### src/rtl/simd_pkg.sv
// Shared SIMD definitions: lane geometry, collector FSM states, lane slice helper.
package simd_pkg;

  localparam int unsigned LANE_W    = 32;
  localparam int unsigned NUM_LANES = 4;
  localparam int unsigned BEAT_W    = LANE_W * NUM_LANES;

  typedef enum logic [1:0] {
    IDLE     = 2'd0,
    RES_BEAT = 2'd1,
    EXT_BEAT = 2'd2
  } rc_state_t;

  // Lane 0 sits in the most significant word of a beat.
  function automatic int unsigned lane_lsb(input int unsigned lane,
                                           input int unsigned lanes,
                                           input int unsigned lane_w);
    return (lanes - 1 - lane) * lane_w;
  endfunction

endpackage

### src/rtl/simd_result_collector_mem.sv
// Capture storage for simd_result_collector: DEPTH entries, one write port, async read.
module rc_fifo_mem #(
  parameter int unsigned DEPTH = 4,
  parameter int unsigned WIDTH = 256,
  parameter int unsigned AW    = $clog2(DEPTH)
) (
  input  logic             clk,
  input  logic             we,
  input  logic [AW-1:0]    waddr,
  input  logic [WIDTH-1:0] wdata,
  input  logic [AW-1:0]    raddr,
  output logic [WIDTH-1:0] rdata
);

  logic [WIDTH-1:0] r_mem [DEPTH];

  always_ff @(posedge clk) begin
    if (we) r_mem[waddr] <= wdata;
  end

  assign rdata = r_mem[raddr];

endmodule

### src/rtl/simd_result_collector.sv
// Buffers SIMD lane captures and streams each as a result beat then an extra beat.
// Optional RC_ZERO_MASK_EN adds the per-lane zero flag output rc_out_zero.
module simd_result_collector #(
  parameter int unsigned DEPTH     = 4,
  parameter int unsigned LANE_W    = simd_pkg::LANE_W,
  parameter int unsigned NUM_LANES = simd_pkg::NUM_LANES,
  parameter int unsigned BW        = NUM_LANES * LANE_W,
  parameter int unsigned CW        = $clog2(DEPTH) + 1
) (
  input  logic          clk,
  input  logic          reset,
  input  logic          rc_done,
  input  logic [BW-1:0] rc_result_in,
  input  logic [BW-1:0] rc_extra_in,
  input  logic          rc_clear,
  output logic [BW-1:0] rc_out_data,
  output logic          rc_out_valid,
  input  logic          rc_out_ready,
  output logic          rc_out_last,
  output logic [CW-1:0] rc_count,
  output logic          rc_full,
  output logic          rc_empty,
  output logic          rc_overflow
`ifdef RC_ZERO_MASK_EN
  ,
  output logic [NUM_LANES-1:0] rc_out_zero
`endif
);
  import simd_pkg::*;

  localparam int unsigned     PW       = $clog2(DEPTH);
  localparam logic [CW-1:0]   FULL_CNT = CW'(DEPTH);

  rc_state_t       r_state, w_state_next;
  logic [PW-1:0]   r_wr_ptr, r_rd_ptr, w_raddr;
  logic [CW-1:0]   r_count, w_count_next;
  logic            r_done_q, r_overflow, r_out_valid, r_out_last;
  logic [BW-1:0]   r_out_data, w_data_next, w_rd_res, w_rd_ext;
  logic            w_valid_next, w_last_next, w_capture, w_pop, w_we;
  logic [2*BW-1:0] w_rdata;

  rc_fifo_mem #(.DEPTH(DEPTH), .WIDTH(2*BW), .AW(PW)) u_mem (
    .clk   (clk),
    .we    (w_we),
    .waddr (r_wr_ptr),
    .wdata ({rc_result_in, rc_extra_in}),
    .raddr (w_raddr),
    .rdata (w_rdata)
  );

  assign w_rd_res = w_rdata[2*BW-1:BW];
  assign w_rd_ext = w_rdata[BW-1:0];

  always_comb begin
    w_capture    = rc_done & ~r_done_q;
    w_pop        = (r_state == EXT_BEAT) & r_out_valid & rc_out_ready;
    w_we         = w_capture & ((r_count != FULL_CNT) | w_pop) & ~rc_clear;
    w_count_next = r_count;
    if (w_we & ~w_pop)      w_count_next = r_count + CW'(1);
    else if (~w_we & w_pop) w_count_next = r_count - CW'(1);
    // During the extra beat the read port looks ahead to the next head entry.
    w_raddr = (r_state == EXT_BEAT) ? r_rd_ptr + PW'(1) : r_rd_ptr;
  end

  always_comb begin
    w_state_next = r_state;
    w_data_next  = r_out_data;
    w_valid_next = r_out_valid;
    w_last_next  = r_out_last;
    unique case (r_state)
      IDLE: begin
        if (r_count != '0) begin
          w_state_next = RES_BEAT;
          w_data_next  = w_rd_res;
          w_valid_next = 1'b1;
          w_last_next  = 1'b0;
        end
      end
      RES_BEAT: begin
        if (r_out_valid & rc_out_ready) begin
          w_state_next = EXT_BEAT;
          w_data_next  = w_rd_ext;
          w_last_next  = 1'b1;
        end
      end
      EXT_BEAT: begin
        if (w_pop) begin
          if (w_count_next != '0) begin
            // Single stored entry plus a same-cycle write: bypass the incoming word.
            w_state_next = RES_BEAT;
            w_data_next  = (r_count == CW'(1)) ? rc_result_in : w_rd_res;
            w_last_next  = 1'b0;
          end else begin
            w_state_next = IDLE;
            w_valid_next = 1'b0;
            w_last_next  = 1'b0;
          end
        end
      end
      default: w_state_next = IDLE;
    endcase
  end

`ifdef RC_ZERO_MASK_EN
  logic [NUM_LANES-1:0] r_out_zero, w_zero_next;

  always_comb begin
    w_zero_next = '0;
    for (int unsigned i = 0; i < NUM_LANES; i++)
      w_zero_next[NUM_LANES-1-i] =
        (w_data_next[lane_lsb(i, NUM_LANES, LANE_W) +: LANE_W] == '0);
  end

  always_ff @(posedge clk) begin
    if (!reset || rc_clear) r_out_zero <= '0;
    else                    r_out_zero <= w_zero_next;
  end

  assign rc_out_zero = r_out_zero;
`endif

  always_ff @(posedge clk) begin
    if (!reset) r_done_q <= 1'b0;
    else        r_done_q <= rc_done;
  end

  always_ff @(posedge clk) begin
    if (!reset || rc_clear) begin
      r_state     <= IDLE;
      r_wr_ptr    <= '0;
      r_rd_ptr    <= '0;
      r_count     <= '0;
      r_out_data  <= '0;
      r_out_valid <= 1'b0;
      r_out_last  <= 1'b0;
      r_overflow  <= 1'b0;
    end else begin
      r_state     <= w_state_next;
      r_count     <= w_count_next;
      r_out_data  <= w_data_next;
      r_out_valid <= w_valid_next;
      r_out_last  <= w_last_next;
      if (w_we)              r_wr_ptr   <= r_wr_ptr + PW'(1);
      if (w_pop)             r_rd_ptr   <= r_rd_ptr + PW'(1);
      if (w_capture & ~w_we) r_overflow <= 1'b1;
    end
  end

  assign rc_out_data  = r_out_data;
  assign rc_out_valid = r_out_valid;
  assign rc_out_last  = r_out_last;
  assign rc_count     = r_count;
  assign rc_full      = (r_count == FULL_CNT);
  assign rc_empty     = (r_count == '0);
  assign rc_overflow  = r_overflow;

endmodule
### config.mk
export PLATFORM = sky130hd
export DESIGN_NAME = simd_result_collector
export DESIGN_NICKNAME = d
export VERILOG_FILES = /design/src/rtl/simd_pkg.sv /design/src/rtl/simd_result_collector_mem.sv /design/src/rtl/simd_result_collector.sv
export SDC_FILE = /design/constraint.sdc
export NUM_CORES = 2
export LEC_CHECK = 0
export ABC_CLOCK_PERIOD_IN_PS = 9000
export BUFFER_PORTS_ARGS = -buffer_cell sky130_fd_sc_hd__clkbuf_2
export CAP_MARGIN = 20
export CELL_PAD_IN_SITES_DETAIL_PLACEMENT = 1
export CELL_PAD_IN_SITES_GLOBAL_PLACEMENT = 1
export CORE_ASPECT_RATIO = 1.2
export CORE_MARGIN = 4
export CORE_UTILIZATION = 45
export DETAILED_ROUTE_END_ITERATION = 10
export PLACE_DENSITY_LB_ADDON = 0.3
export SYNTH_ARGS = -nofsm -noshare
export SYNTH_HDL_FRONTEND = slang
export SYNTH_SLANG_ARGS = --single-unit
### constraint.sdc
create_clock -name clk -period 9 [get_ports clk]
set_input_delay 0.45 -clock clk [delete_from_list [all_inputs] [get_ports clk]]
set_output_delay 0.45 -clock clk [all_outputs]
set_load 0.01 [all_outputs]
-- Word-level counts from Yosys, hierarchy flattened
Memory sizes are Yosys's and may differ from the RTL's.
Index checks and enable logic that the tools add are counted.
- flip-flop bits (word level): 141
- bits in writable memories: 1024
- input port bits: 261
- logic and storage cells: 74
- memories kept: 1
- add/subtract/negate cells: 4
- equal/unequal tests: 10
- multiplexer cells: 24
- bitwise gates (word level): 14
- reductions and logical operators: 12
- memories (memory ; depth ; bits a word ; read ports ; clocked after Yosys merged registers in ; write ports ; RTL line ; RTL):
    u_mem.r_mem ; 4 ; 256 ; 1 ; 0 ; 1 ; simd_result_collector_mem.sv:15 ; logic [WIDTH-1:0] r_mem [DEPTH];
- operators by type and width (operator ; count):
    128-bit 2-to-1 mux ; 5
    128-bit case mux with 3 select lines ; 1
    1-bit AND ; 9
    1-bit 2-to-1 mux ; 9
    3-bit nonzero test ; 3
    2-bit 2-to-1 mux ; 4
    2-bit != test (second input constant) ; 4
    4-bit AND reduction ; 2
    3-bit 2-to-1 mux ; 2
    2-bit case mux with 3 select lines ; 1
    5-bit AND reduction ; 1
    2-bit by 1-bit adder with 2-bit output (second input constant) ; 2
    1-bit NOT ; 4
    3-bit by 1-bit adder with 3-bit output (second input constant) ; 1
    3-bit by 1-bit == test with 1-bit output (second input constant) ; 1
    3-bit == test (second input constant) ; 1
    3-bit zero test ; 1
    3-bit != test (second input constant) ; 1
    1-bit case mux with 3 select lines ; 1
    3-bit AND reduction ; 1
    3-bit by 1-bit subtractor with 3-bit output (second input constant) ; 1
    2-bit by 1-bit == test with 1-bit output (second input constant) ; 1
    2-bit == test (second input constant) ; 1
    2-bit zero test ; 1
    other kinds (6) ; 6

-- Depth between registers and ports, before layout
- depth in word-level cells: 14
- mapped depth: 11

-- By module
From an unflattened synthesis, not the netlist that was laid out.
- cells, all modules: 2198
- area total of the unflattened synthesis: 45577.5 um^2
- modules (own cells, without submodules) (module ; instances ; cells each ; area an instance (um^2) ; seq. area each (um^2)):
    rc_fifo_mem ; 1 ; 1341 ; 37216.9 ; 30749.5
    simd_result_collector ; 1 ; 857 ; 8360.5 ; 2822.7

-- Least setup slack after synthesis
Ideal clock, no wire load.
- path kind: register to register
- start: register r_count[0], in the netlist rc_count[0]
- end: memory u_mem.r_mem[0][0], enable pin
- library setup time: 0.649 ns
- arrival: 7.312 ns
- slack: 1.038 ns
- cell stages (with the launch flop): 6
- period minus slack after synthesis: 7.962 ns
- cells stage by stage: dfxtp_1 > inv_1 > ha_1 > and2_1 > a21oi_1 > and2_1
- cells in the longest elaborated chain, start to end: 6
- RTL lines (item ; RTL line ; RTL):
    start: declaration ; simd_result_collector.sv:36 ; logic [CW-1:0] r_count, w_count_next;
    start signal: assignment ; simd_result_collector.sv:139 ; r_count <= w_count_next;
    3-bit != test ; simd_result_collector.sv:57 ; w_we = w_capture & ((r_count != FULL_CNT) | w_pop) & ~rc_clear;
    1-bit OR ; simd_result_collector.sv:57 ;
    1-bit AND (2 in series) ; simd_result_collector.sv:57 ;
    1-bit 2-to-1 mux ; simd_result_collector_mem.sv:18 ; if (we) r_mem[waddr] <= wdata;
    1-bit 2-to-1 mux (implied by the code) ; simd_result_collector_mem.sv:18 ;
    end: declaration ; simd_result_collector_mem.sv:15 ;
Every way passes these cells.

-- Worst setup path after layout
- start: register r_state[0]
- end: register r_out_data[110], in the netlist rc_out_data[110]
- cells in the longest elaborated chain, start to end: 13
- RTL lines (item ; RTL line ; RTL):
    start: declaration ; simd_result_collector.sv:34 ; rc_state_t r_state, w_state_next;
    start signal: assignment ; simd_result_collector.sv:138 ; r_state <= w_state_next;
    2-bit == test ; simd_result_collector.sv:56, simd_result_collector.sv:62, simd_result_collector.sv:70 ;
    1-bit AND (2 in series) ; simd_result_collector.sv:56 ; w_pop = (r_state == EXT_BEAT) & r_out_valid & rc_out_ready;
    1-bit OR ; simd_result_collector.sv:57 ;
    1-bit AND (2 in series) ; simd_result_collector.sv:57 ;
    1-bit NOT ; simd_result_collector.sv:60 ; else if (~w_we & w_pop) w_count_next = r_count - CW'(1);
    1-bit AND ; simd_result_collector.sv:60 ;
    3-bit 2-to-1 mux ; simd_result_collector.sv:60 ;
    3-bit 2-to-1 mux ; simd_result_collector.sv:59 ; if (w_we & ~w_pop) w_count_next = r_count + CW'(1);
    3-bit nonzero test ; simd_result_collector.sv:88 ; if (w_count_next != '0) begin
    2-bit by 1-bit != test with 1-bit output (no line) ; n/a ;
    5-bit AND reduction (no line) ; n/a ;
    end signal: assignment ; simd_result_collector.sv:140 ; r_out_data <= w_data_next;
    end: declaration ; simd_result_collector.sv:38 ; logic [BW-1:0] r_out_data, w_data_next, w_rd_res, w_rd_ext;
Parallel ways exist; a longest one is shown, timed or not. The select of a mux whose other input is x is not followed.
A chain may end at the register's enable or synchronous reset.

==> run metrics <==
Final Max Tran Viols=0; GRT Util Overall=24.89%; root buffer cell=clkbuf_16; drt drc=0; final std cell area, no fill=57520 um^2; Fillers=9917; setup TNS=0 ps; drt pass-1 iters=5; period utilization=54.68%; Initial Util=45.44%; Inst Count DP=4502; clock buffer depth=3; sequential area share after synthesis=69.34%; Die X=307.4 um; Setup Viol. Count Final=0; CTS H-tree depth=3; PortBufs=396; hold_buf cts=227; kind of end point of the critical path=register; Fmax achieved=203.2 MHz; final non-filler cell total=4984; initial DRC count=2506; most frequent cells in the layout=edfxtp_1 (1024), clkbuf_2 (396), o221ai_1 (256); post-CTS sizing=0; largest net degree at the start of global routing=185; Post-CTS Setup Inserts=0; routed len/inst=28.58 um; minimum clock period=4921 ps; fin util=53.99%; synth top area cells=edfxtp_1 (64%), mux4_2 (6.0%), dfxtp_1 (5.8%); drt total wl=142400 um; Cell Area, Synth=48420 um^2; CTS Sinks=1165; syn_area_per_cell=16.47 um^2; Placed Area=51360 um^2; max cap viols=0; layout overhead on the synthesized area=18.81%; CTS buffer count=118; die height=367.3 um; Slew @ Worst Pin=1419 ps; Pwr per Cell Area=198.8 nW/um^2; DIE AREA=112900 um^2; io pins=397; Vias=30950; Synth area leader=edfxtp_1; net count after synthesis=3212; leading cell type in the layout, fill and taps excluded=edfxtp_1; Async SR Flop Fraction=0%; library cells used by synthesis=49; Cells after Synth=2939; Final nets=3726; worst path arrival time=5510 ps; RSZ-0062 raised after global routing=false; Clk Latency, worst-skew pair=690 ps; first-pass GRT wire length=214400 um; vias in the first global route=33990; Max FO, Critical Path=68; post-synth top area share=63.51%; estimated wirelength of the detail-placed design=79980 um; total power=11.44 mW; Final Wtd Congestion=0.7747; number of flops mapped to enable cells by yosys=1024; Final Hold Fails=0; drt via density=6.209; Leak Pwr=17.89 nW; status=completed; Rows=131; CP startpoint kind=register; kind of critical path=register to register; share of cells above drive strength 1=25.01%; CTS tree=yes; CP required=9590 ps; Final ANT Viol Nets=0; synth warn=0; min-delay worst type=input pin to register; number of synthesized register bits=1165; Max IR drop VDD=0.0002056 V; grt ovf=0; clk slew on worst S/H paths=60 ps; core region area=106500 um^2; ys flop type=edfxtp_1; Slew Limit Headroom=5.427%; skew final=28.12 ps; initial antenna violation count=36
==> flip-flops by register name, summed over array words and instances, names as in the netlist <==
name / cells
rc_out_last: 1
r_done_q: 1
rc_out_data: 128
rc_overflow: 1
rc_out_valid: 1
u_mem.r_mem: 1024
rc_count: 3
r_state: 2
r_wr_ptr: 2
r_rd_ptr: 2
==> per-stage QoR <==
stage / setup slack (ps) / hold slack (ps)
after CTS: 4109 / 0.6991
final: 4079 / 40.18
after floorplan: 1038 / 483.5
after global routing: 3911 / 20.36
after global placement: 4092 / 489.8
after detailed placement: 4145 / 501.5
==> where the power goes <==
group,internal (mW),switching [mW]
clock,2.75,2.05
combinational,0.255,0.372
sequential,5.96,0.0437
total,8.97,2.47
==> cell families (layout without fill, tap and decap cells) <==
| kind of cell | Yosys count | in the layout | share of synthesized area (%) |
|---|---|---|---|
| AO/OA/AOI/OAI | 1044 | 1044 | 17.09 |
| XOR/XNOR | 6 | 6 | 0.1085 |
| adder cells (fa/ha/maj) | 12 | 12 | 0.3101 |
| buffers and inverters | 279 | 898 | 2.941 |
| flip-flops | 1165 | 1165 | 69.34 |
| multiplexers | 256 | 256 | 8.600 |
| other | 0 | 30 | 0 |
| AND/OR/NAND/NOR | 177 | 177 | 1.610 |
==> layer usage <==
metal	track usage [%]	vias up	share of wire, %
met1	31.02	16250	39
met3	4.850	272	6.4
met4	9.440	18	3.4
met5	0	-	0.079
met2	43.08	1088	51
li1	-	13320	-
==> path summary, 6_finish.rpt <==
path | from | endpoint | slack (ps) | cells past startpoint
setup reg to reg | r_state[0]$_SDFFE_PP0P_ | rc_out_data[110]$_SDFFE_PP0P_ | 4080 | 12
hold reg to reg | rc_overflow$_SDFFE_PP0P_ | rc_overflow$_SDFFE_PP0P_ | 510 | 2
hold / removal | rc_result_in[77] | u_mem.r_mem[0][205]$_DFFE_PP_ | 40 | 1
setup / recovery | r_state[0]$_SDFFE_PP0P_ | rc_out_data[110]$_SDFFE_PP0P_ | 4080 | 12
==> area by class of cell <==
type	instances	area, um^2	area share [%]
flip-flops and latches	1165	33580	58.37
multi-input cells	1495	13520	23.50
diodes	30	75.07	0.1305
inverters	8	35.03	0.06091
well taps	1396	1747	3.037
repair buffers	665	4755	8.266
clock inverters	64	528.0	0.9179
clock buffers	161	3287	5.714
==> critical path, stage by stage (launching register included) <==
cell and delay [ps]:
dfxtp_1 340, inv_1 180, ha_4 290, buf_4 860, and3_1 500, nand3_1 160, a21o_1 230, o2111ai_4 100
buf_4 670, buf_4 620, buf_16 320, a21oi_1 140, a211oi_2 230
==> Yosys cell counts, types with 2 or more instances <==
library cell and count:
inv_1 8, a21oi_1 134, mux2i_1 128, o221ai_1 256, a211oi_2 120, nor2_1 13
o21ai_0 83, ha_1 12, mux4_2 128, o211ai_1 3, edfxtp_1 1024, xnor2_1 5
buf_4 23, a211oi_1 8, o21bai_1 128, a22oi_1 128, nor2b_1 2, o21ai_1 49
dfxtp_1 141, buf_6 25, and2_1 7, buf_1 4, a22o_1 128, nand2_1 134
buf_2 79, clkbuf_1 139, nor3b_1 2, nand3_1 7
(Power assumes the default switching activity.)
